File: src/rtl/lut_pkg.sv
// Shared types and helpers for the multi-channel lookup table.
// LUT_PARITY_EN adds the parity-extended entry type.
package lut_pkg;

    typedef enum logic {
        INIT,
        RUN
    } lut_state_e;

    // Channel-id width, never below one bit so NUM_CH=1 still has a port.
    function automatic int unsigned lut_ch_width(input int unsigned n);
        return (n <= 1) ? 1 : $clog2(n);
    endfunction

    localparam int unsigned LUT_MAX_DWIDTH = 64;

`ifdef LUT_PARITY_EN
    typedef struct packed {
        logic                      par;
        logic [LUT_MAX_DWIDTH-1:0] data;
    } lut_pentry_t;
`endif

endpackage

File: src/rtl/lookup_table_mc_rr_arbiter.sv
// Round-robin arbiter: combinational one-hot grant from a rotating pointer.
module rr_arbiter
    import lut_pkg::*;
#(
    parameter int unsigned N = 4
) (
    input  logic                         clk,
    input  logic                         rst_n,
    input  logic [N-1:0]                 req,
    input  logic                         en,
    output logic [N-1:0]                 gnt,
    output logic [lut_ch_width(N)-1:0]   gnt_id
);

    localparam int unsigned IDW = lut_ch_width(N);

    logic [IDW-1:0] r_ptr;
    logic [IDW-1:0] w_idx;
    logic           w_found;

    // Search ascends from the pointer with wrap-around; first requester wins.
    always_comb begin
        gnt     = '0;
        gnt_id  = '0;
        w_found = 1'b0;
        w_idx   = '0;
        for (int unsigned i = 0; i < N; i++) begin
            w_idx = IDW'((32'(r_ptr) + i) % N);
            if (en && !w_found && req[w_idx]) begin
                w_found    = 1'b1;
                gnt[w_idx] = 1'b1;
                gnt_id     = w_idx;
            end
        end
    end

    always_ff @(posedge clk or negedge rst_n) begin
        if (!rst_n) begin
            r_ptr <= '0;
        end else if (w_found) begin
            r_ptr <= (gnt_id == IDW'(N - 1)) ? '0 : gnt_id + 1'b1;
        end
    end

endmodule

File: src/rtl/lookup_table_mc.sv
// Multi-channel lookup table with init sweep, management write port and
// round-robin arbitrated reads. Define LUT_PARITY_EN for per-entry parity.
module lookup_table_mc
    import lut_pkg::*;
#(
    parameter int unsigned ASIZE  = 8,
    parameter int unsigned DWIDTH = 16,
    parameter int unsigned NUM_CH = 4
) (
    input  logic                              clk,
    input  logic                              rst_n,
    input  logic                              wr_en,
    input  logic [ASIZE-1:0]                  wr_addr,
    input  logic [DWIDTH-1:0]                 wr_data,
    output logic                              wr_err,
    input  logic [NUM_CH-1:0]                 rd_req,
    input  logic [NUM_CH*ASIZE-1:0]           rd_addr,
    output logic [NUM_CH-1:0]                 rd_gnt,
    output logic                              rd_valid,
    output logic [lut_ch_width(NUM_CH)-1:0]   rd_ch,
    output logic [DWIDTH-1:0]                 rd_data,
    output logic                              rd_perr,
    output logic                              init_busy
);

    localparam int unsigned CHW   = lut_ch_width(NUM_CH);
    localparam int unsigned DEPTH = 1 << ASIZE;

    lut_state_e        r_state;
    lut_state_e        w_state_nxt;
    logic [ASIZE-1:0]  r_init_cnt;
    logic [DWIDTH-1:0] r_mem [DEPTH];

    logic              w_run;
    logic [ASIZE-1:0]  w_ch_addr [NUM_CH];
    logic [CHW-1:0]    w_gnt_id;
    logic              w_any_gnt;
    logic [ASIZE-1:0]  w_sel_addr;
    logic              w_bypass;
    logic [DWIDTH-1:0] w_sel_data;
    logic              w_par_bad;

    logic              r_rd_valid;
    logic [CHW-1:0]    r_rd_ch;
    logic [DWIDTH-1:0] r_rd_data;
    logic              r_rd_perr;
    logic              r_wr_err;

    assign w_run     = (r_state == RUN);
    assign init_busy = (r_state == INIT);

    always_ff @(posedge clk or negedge rst_n) begin
        if (!rst_n) begin
            r_state    <= INIT;
            r_init_cnt <= '0;
        end else begin
            r_state <= w_state_nxt;
            if (r_state == INIT) begin
                r_init_cnt <= r_init_cnt + 1'b1;
            end
        end
    end

    always_comb begin
        w_state_nxt = r_state;
        if (r_state == INIT && r_init_cnt == '1) begin
            w_state_nxt = RUN;
        end
    end

    rr_arbiter #(
        .N(NUM_CH)
    ) u_arb (
        .clk    (clk),
        .rst_n  (rst_n),
        .req    (rd_req),
        .en     (w_run),
        .gnt    (rd_gnt),
        .gnt_id (w_gnt_id)
    );

    always_comb begin
        for (int unsigned i = 0; i < NUM_CH; i++) begin
            w_ch_addr[i] = rd_addr[i*ASIZE +: ASIZE];
        end
    end

    assign w_any_gnt  = |rd_gnt;
    assign w_sel_addr = w_ch_addr[w_gnt_id];
    // Same-cycle write to the granted address is returned write-first.
    assign w_bypass   = w_run && wr_en && (wr_addr == w_sel_addr);
    assign w_sel_data = w_bypass ? wr_data : r_mem[w_sel_addr];

`ifdef LUT_PARITY_EN
    logic r_par [DEPTH];

    always_ff @(posedge clk) begin
        if (r_state == INIT) begin
            r_mem[r_init_cnt] <= '0;
            r_par[r_init_cnt] <= 1'b0;
        end else if (wr_en) begin
            r_mem[wr_addr] <= wr_data;
            r_par[wr_addr] <= ^wr_data;
        end
    end

    assign w_par_bad = w_bypass ? 1'b0 : ((^r_mem[w_sel_addr]) ^ r_par[w_sel_addr]);

    task automatic corrupt(input logic [ASIZE-1:0] addr);
        r_par[addr] = ~r_par[addr];
    endtask
`else
    always_ff @(posedge clk) begin
        if (r_state == INIT) begin
            r_mem[r_init_cnt] <= '0;
        end else if (wr_en) begin
            r_mem[wr_addr] <= wr_data;
        end
    end

    assign w_par_bad = 1'b0;
`endif

    always_ff @(posedge clk or negedge rst_n) begin
        if (!rst_n) begin
            r_rd_valid <= 1'b0;
            r_rd_ch    <= '0;
            r_rd_data  <= '0;
            r_rd_perr  <= 1'b0;
            r_wr_err   <= 1'b0;
        end else begin
            r_wr_err   <= wr_en && !w_run;
            r_rd_valid <= w_any_gnt;
            r_rd_perr  <= w_any_gnt && w_par_bad;
            if (w_any_gnt) begin
                r_rd_ch   <= w_gnt_id;
                r_rd_data <= w_sel_data;
            end
        end
    end

    assign rd_valid = r_rd_valid;
    assign rd_ch    = r_rd_ch;
    assign rd_data  = r_rd_data;
    assign rd_perr  = r_rd_perr;
    assign wr_err   = r_wr_err;

endmodule

File: config.mk
export PLATFORM = sky130hd
export DESIGN_NAME = lookup_table_mc
export DESIGN_NICKNAME = d
export VERILOG_FILES = /design/src/rtl/lut_pkg.sv /design/src/rtl/lookup_table_mc_rr_arbiter.sv /design/src/rtl/lookup_table_mc.sv
export SDC_FILE = /design/constraint.sdc
export NUM_CORES = 2
export LEC_CHECK = 0
export CAP_MARGIN = 0
export CORE_UTILIZATION = 36
export DETAILED_ROUTE_END_ITERATION = 7
export GPL_TIMING_DRIVEN = 0
export PLACE_DENSITY_LB_ADDON = 0.2
export SYNTH_ARGS = -nofsm -noshare
export SYNTH_HDL_FRONTEND = slang
export SYNTH_HIERARCHICAL = 1
export SYNTH_SLANG_ARGS = --single-unit
File: constraint.sdc
create_clock -name clk -period 14 [get_ports clk]
set_input_delay 2.8 -clock clk [delete_from_list [all_inputs] [get_ports clk]]
set_output_delay 2.8 -clock clk [all_outputs]
set_load 0.05 [all_outputs]
==> impl_metrics.py <==
metrics = {
    "outcome": {
        "status": "finished with violations",
        "violations": "max-capacitance violations, max-slew violations",
    },
    "hold_path": {
        "hold_class": "flip-flop to flip-flop",
        "hp-start": "rd_ch[1]",
    },
    "yosys": {
        "ys_ff_latch": 4144,
        "synth_compound_area_frac": 0.0550,
        "yosys_warnings": 6,
        "synthArstFlopShare": 0.00772,
        "synth_area_leaders": "edfxtp_1 (75%), mux2i_1 (7.2%), nand2_1 (2.9%)",
        "avgSynthCellArea_um2": 16.7,
        "yosys-top-cells-count": "edfxtp_1 (4,112), nand2_1 (1,284), mux2i_1 (1,182)",
        "yosys_most_used_dff": "edfxtp_1",
        "synth_xor_area_frac": 0.000851,
        "synth_edf_count": 4112,
        "ys_types": 79,
        "syn_nets": 9954,
        "synth_top_family_by_area": "multiplexers",
        "synth.most_common_cell": "edfxtp_1",
        "synth-simple-area-share": 0.0659,
        "synth_fa_ha_area_frac": 0.000684,
        "seq_area_frac_synth": 0.755,
        "synthCells": 9882,
        "synth.area.mux_share": 0.102,
        "netlist_area_mm2": 0.165,
        "synth.top_cell.area_share": 0.750,
        "yosys.area.top_type": "edfxtp_1",
    },
    "setup_path": {
        "end_kind": "flip-flop",
        "cp_cell_sequence": "clkdlybuf4s50_1 -> mux4_2 -> nor2_2 -> a221oi_2 -> nor3_1 -> buf_4 -> mux4_2 -> buf_2 -> nor2_1 -> buf_2 -> nand2_1 -> clkbuf_1 -> o22ai_1 -> nor4_1 -> nand2_1 -> a2111oi_2 -> a221o_1",
        "reg2reg_slack_ns": 3.99,
        "cp_slowest_cell": "nor4_1",
        "crit_required_ns": 14.97,
        "cp_slowest_stage_delay_ns": 1.28,
        "path_class": "primary input to flip-flop",
        "path_buf_inv": 5,
        "crit-reg2reg-launch": "u_arb/r_ptr[1]",
        "cp_max_fo": 10,
        "rr_worst_depth": 18,
        "startpoint_type": "primary input",
        "arrival_ns": 12.27,
        "crit_family": "simple AND/OR/NAND/NOR gates",
        "cp_num_cells": 17,
        "startpoint": "rd_req[3]",
    },
    "global_route": {
        "grt_usage": 0.310,
        "first_global_vias": 97500,
        "antenna_found_initial": 96,
        "grt_overflow": 0,
        "grt_pass1_wl_um": 941000,
        "grt_max_degree": 97,
    },
    "die": {
        "start_util": 0.361,
        "ios": 89,
        "die-area_mm2": 0.460,
        "die_width_um": 678,
        "core_area_mm2": 0.456,
        "dieHeight_um": 678,
        "rows": 248,
    },
    "sta": {
        "hold_viol": 0,
        "drv_slew": 172,
        "slew_headroom": -0.161,
        "clock_skew_ns": 0.0837,
        "layout_min_cycle_time_ns": 11.30,
        "min_period_over_period": 0.807,
        "rsz0062_at_grt": "false",
        "tightest_slew_ns": 1.72,
        "finalSetupViolCount": 0,
        "fin_ws_ns": 2.70,
        "fmaxAchievable_mhz": 88.5,
    },
    "clock_network": {
        "htree_levels": 5,
        "cts.sinks": 4144,
        "clock_latency_ns": 1.07,
        "clk_pin_slew_ns": 0.06,
        "cts_hold_buf": 0,
        "cts_setup_buffers": 0,
        "cts_tree": "yes",
        "root_buffer": "clkbuf_16",
        "cts_buffer_depth": 4,
        "cts_resized": 0,
        "cts_buffers": 440,
    },
    "cells_and_area": {
        "areaGrowthSynthToFinish_pct": 17.5,
        "drive_gt1_frac": 0.165,
        "final_nets": 10800,
        "fin_util": 0.425,
    },
    "routing": {
        "drc": 0,
        "ant_nets": 0,
        "routed-via-count": 105000,
        "wl_per_cell_um": 43.0,
        "vias_per_cell": 6.14,
        "drt_iter0_drc": 17400,
        "wl_um": 735000,
        "dr.pass1.iters": 8,
    },
    "placed_design": {
        "dpl.hpwl_um": 526000,
        "dp_worst_setup_slack_ns": 2.03,
        "port_buffers": 87,
        "place.gp.congestion": 1.04,
    },
    "flow_run": {
        "cap_viol_max_count": 24,
    },
    "power_and_ir_drop": {
        "leakage_nw": 55.7,
        "p_per_area_mw_per_mm2": 134,
        "finalPower_mw": 26.0,
        "vdd_drop_max_v": 0.000123,
    },
}
[logic make-up after synthesis]
group                    count (synthesis)
flip-flops                            4144
AND/OR/NAND/NOR                       2382
multiplexers                          1419
AO/OA/AOI/OAI                         1278
buffers and inverters                  633
XOR/XNOR                                16
adder cells (fa/ha/maj)                  9
other                                    1
[report_power, final]
part	internal [mW]	switching, mW
Combinational	0.298	0.974
Clock	6.28	5.03
Sequential	13.4	0.00101
Total	20.0	6.01
[layout make-up]
type / count / area [µm²]
tap: 6000 / 7510
clock inverter: 238 / 1900
buffer: 627 / 3520
antenna: 51 / 128
clock buffer: 561 / 11700
multi-input combinational: 5105 / 38000
timing repair buffer: 372 / 6490
sequential: 4144 / 124000
fill: 40400 / 262000
inverter: 6 / 22.5
[per-layer routing]
| layer | wire (µm) | GRT usage | up-vias |
|---|---|---|---|
| met5 | 445 | 0 | - |
| met4 | 56500 | 0.199 | 38 |
| met3 | 88100 | 0.0959 | 1658 |
| met2 | 314000 | 0.453 | 7567 |
| met1 | 276000 | 0.401 | 55100 |
| li1 | - | - | 40600 |
[layout by cell type (no fill, tap or decap), types with 22 or more instances in the layout]
cell type and n:
edfxtp_1 4112, nand2_1 1284, mux2i_1 1182, clkbuf_16 448, clkbuf_1 295, a211oi_1 284, nand3_1 250, mux4_2 200
nor2_2 198, buf_2 197, a21oi_1 193, o22ai_1 184, and2_0 180, a31oi_1 142, buf_8 141, buf_4 127
and2_1 126, a22oi_1 113, clkinv_1 109, buf_16 106, a311oi_1 97, clkdlybuf4s50_1 86, a311o_1 82, clkinv_2 68
nor4_1 67, nor2_4 60, o21ai_0 53, buf_6 53, diode_2 51, nand4_1 51, clkbuf_2 44, mux2_2 37
buf_1 32, dfrtp_1 32, buf_12 27, nor2_1 24, or4b_1 24, bufinv_16 22
[per-stage QoR]
stage | hold slack (ns) | area, µm² | TNS, ns | std cells
floorplan | 0.452 | 165000 | 0 | 9882
global placement | 0.493 | 173000 | -1998.57 | 16000
detailed placement | 0.497 | 180000 | 0 | 16300
CTS | 0.512 | 193000 | 0 | 17100
global route | 0.525 | 193000 | 0 | 17100
finish | 0.506 | 194000 | 0 | 17100
[registers in the layout (all words and copies together) (netlist names), named ones only]
register and count:
rd_ch 2, r_init_cnt 8, u_arb/r_ptr 1, rd_valid 1, r_mem 4096, r_state 1, wr_err 1
[worst min path at each step]
| stage | end | slack [ns] | depth (start not counted) |
|---|---|---|---|
| 2_1_floorplan | flip-flop | 0.45 | 2 |
| 3_5_place_dp | rd_ch[1] | 0.50 | 1 |
| 3_3_place_gp | rd_ch[1] | 0.49 | 1 |
| 4_1_cts | rd_ch[1] | 0.51 | 1 |
| 6_report | rd_ch[1] | 0.51 | 1 |
| 5_1_grt | rd_ch[1] | 0.53 | 1 |
(Power assumes the default switching activity.)
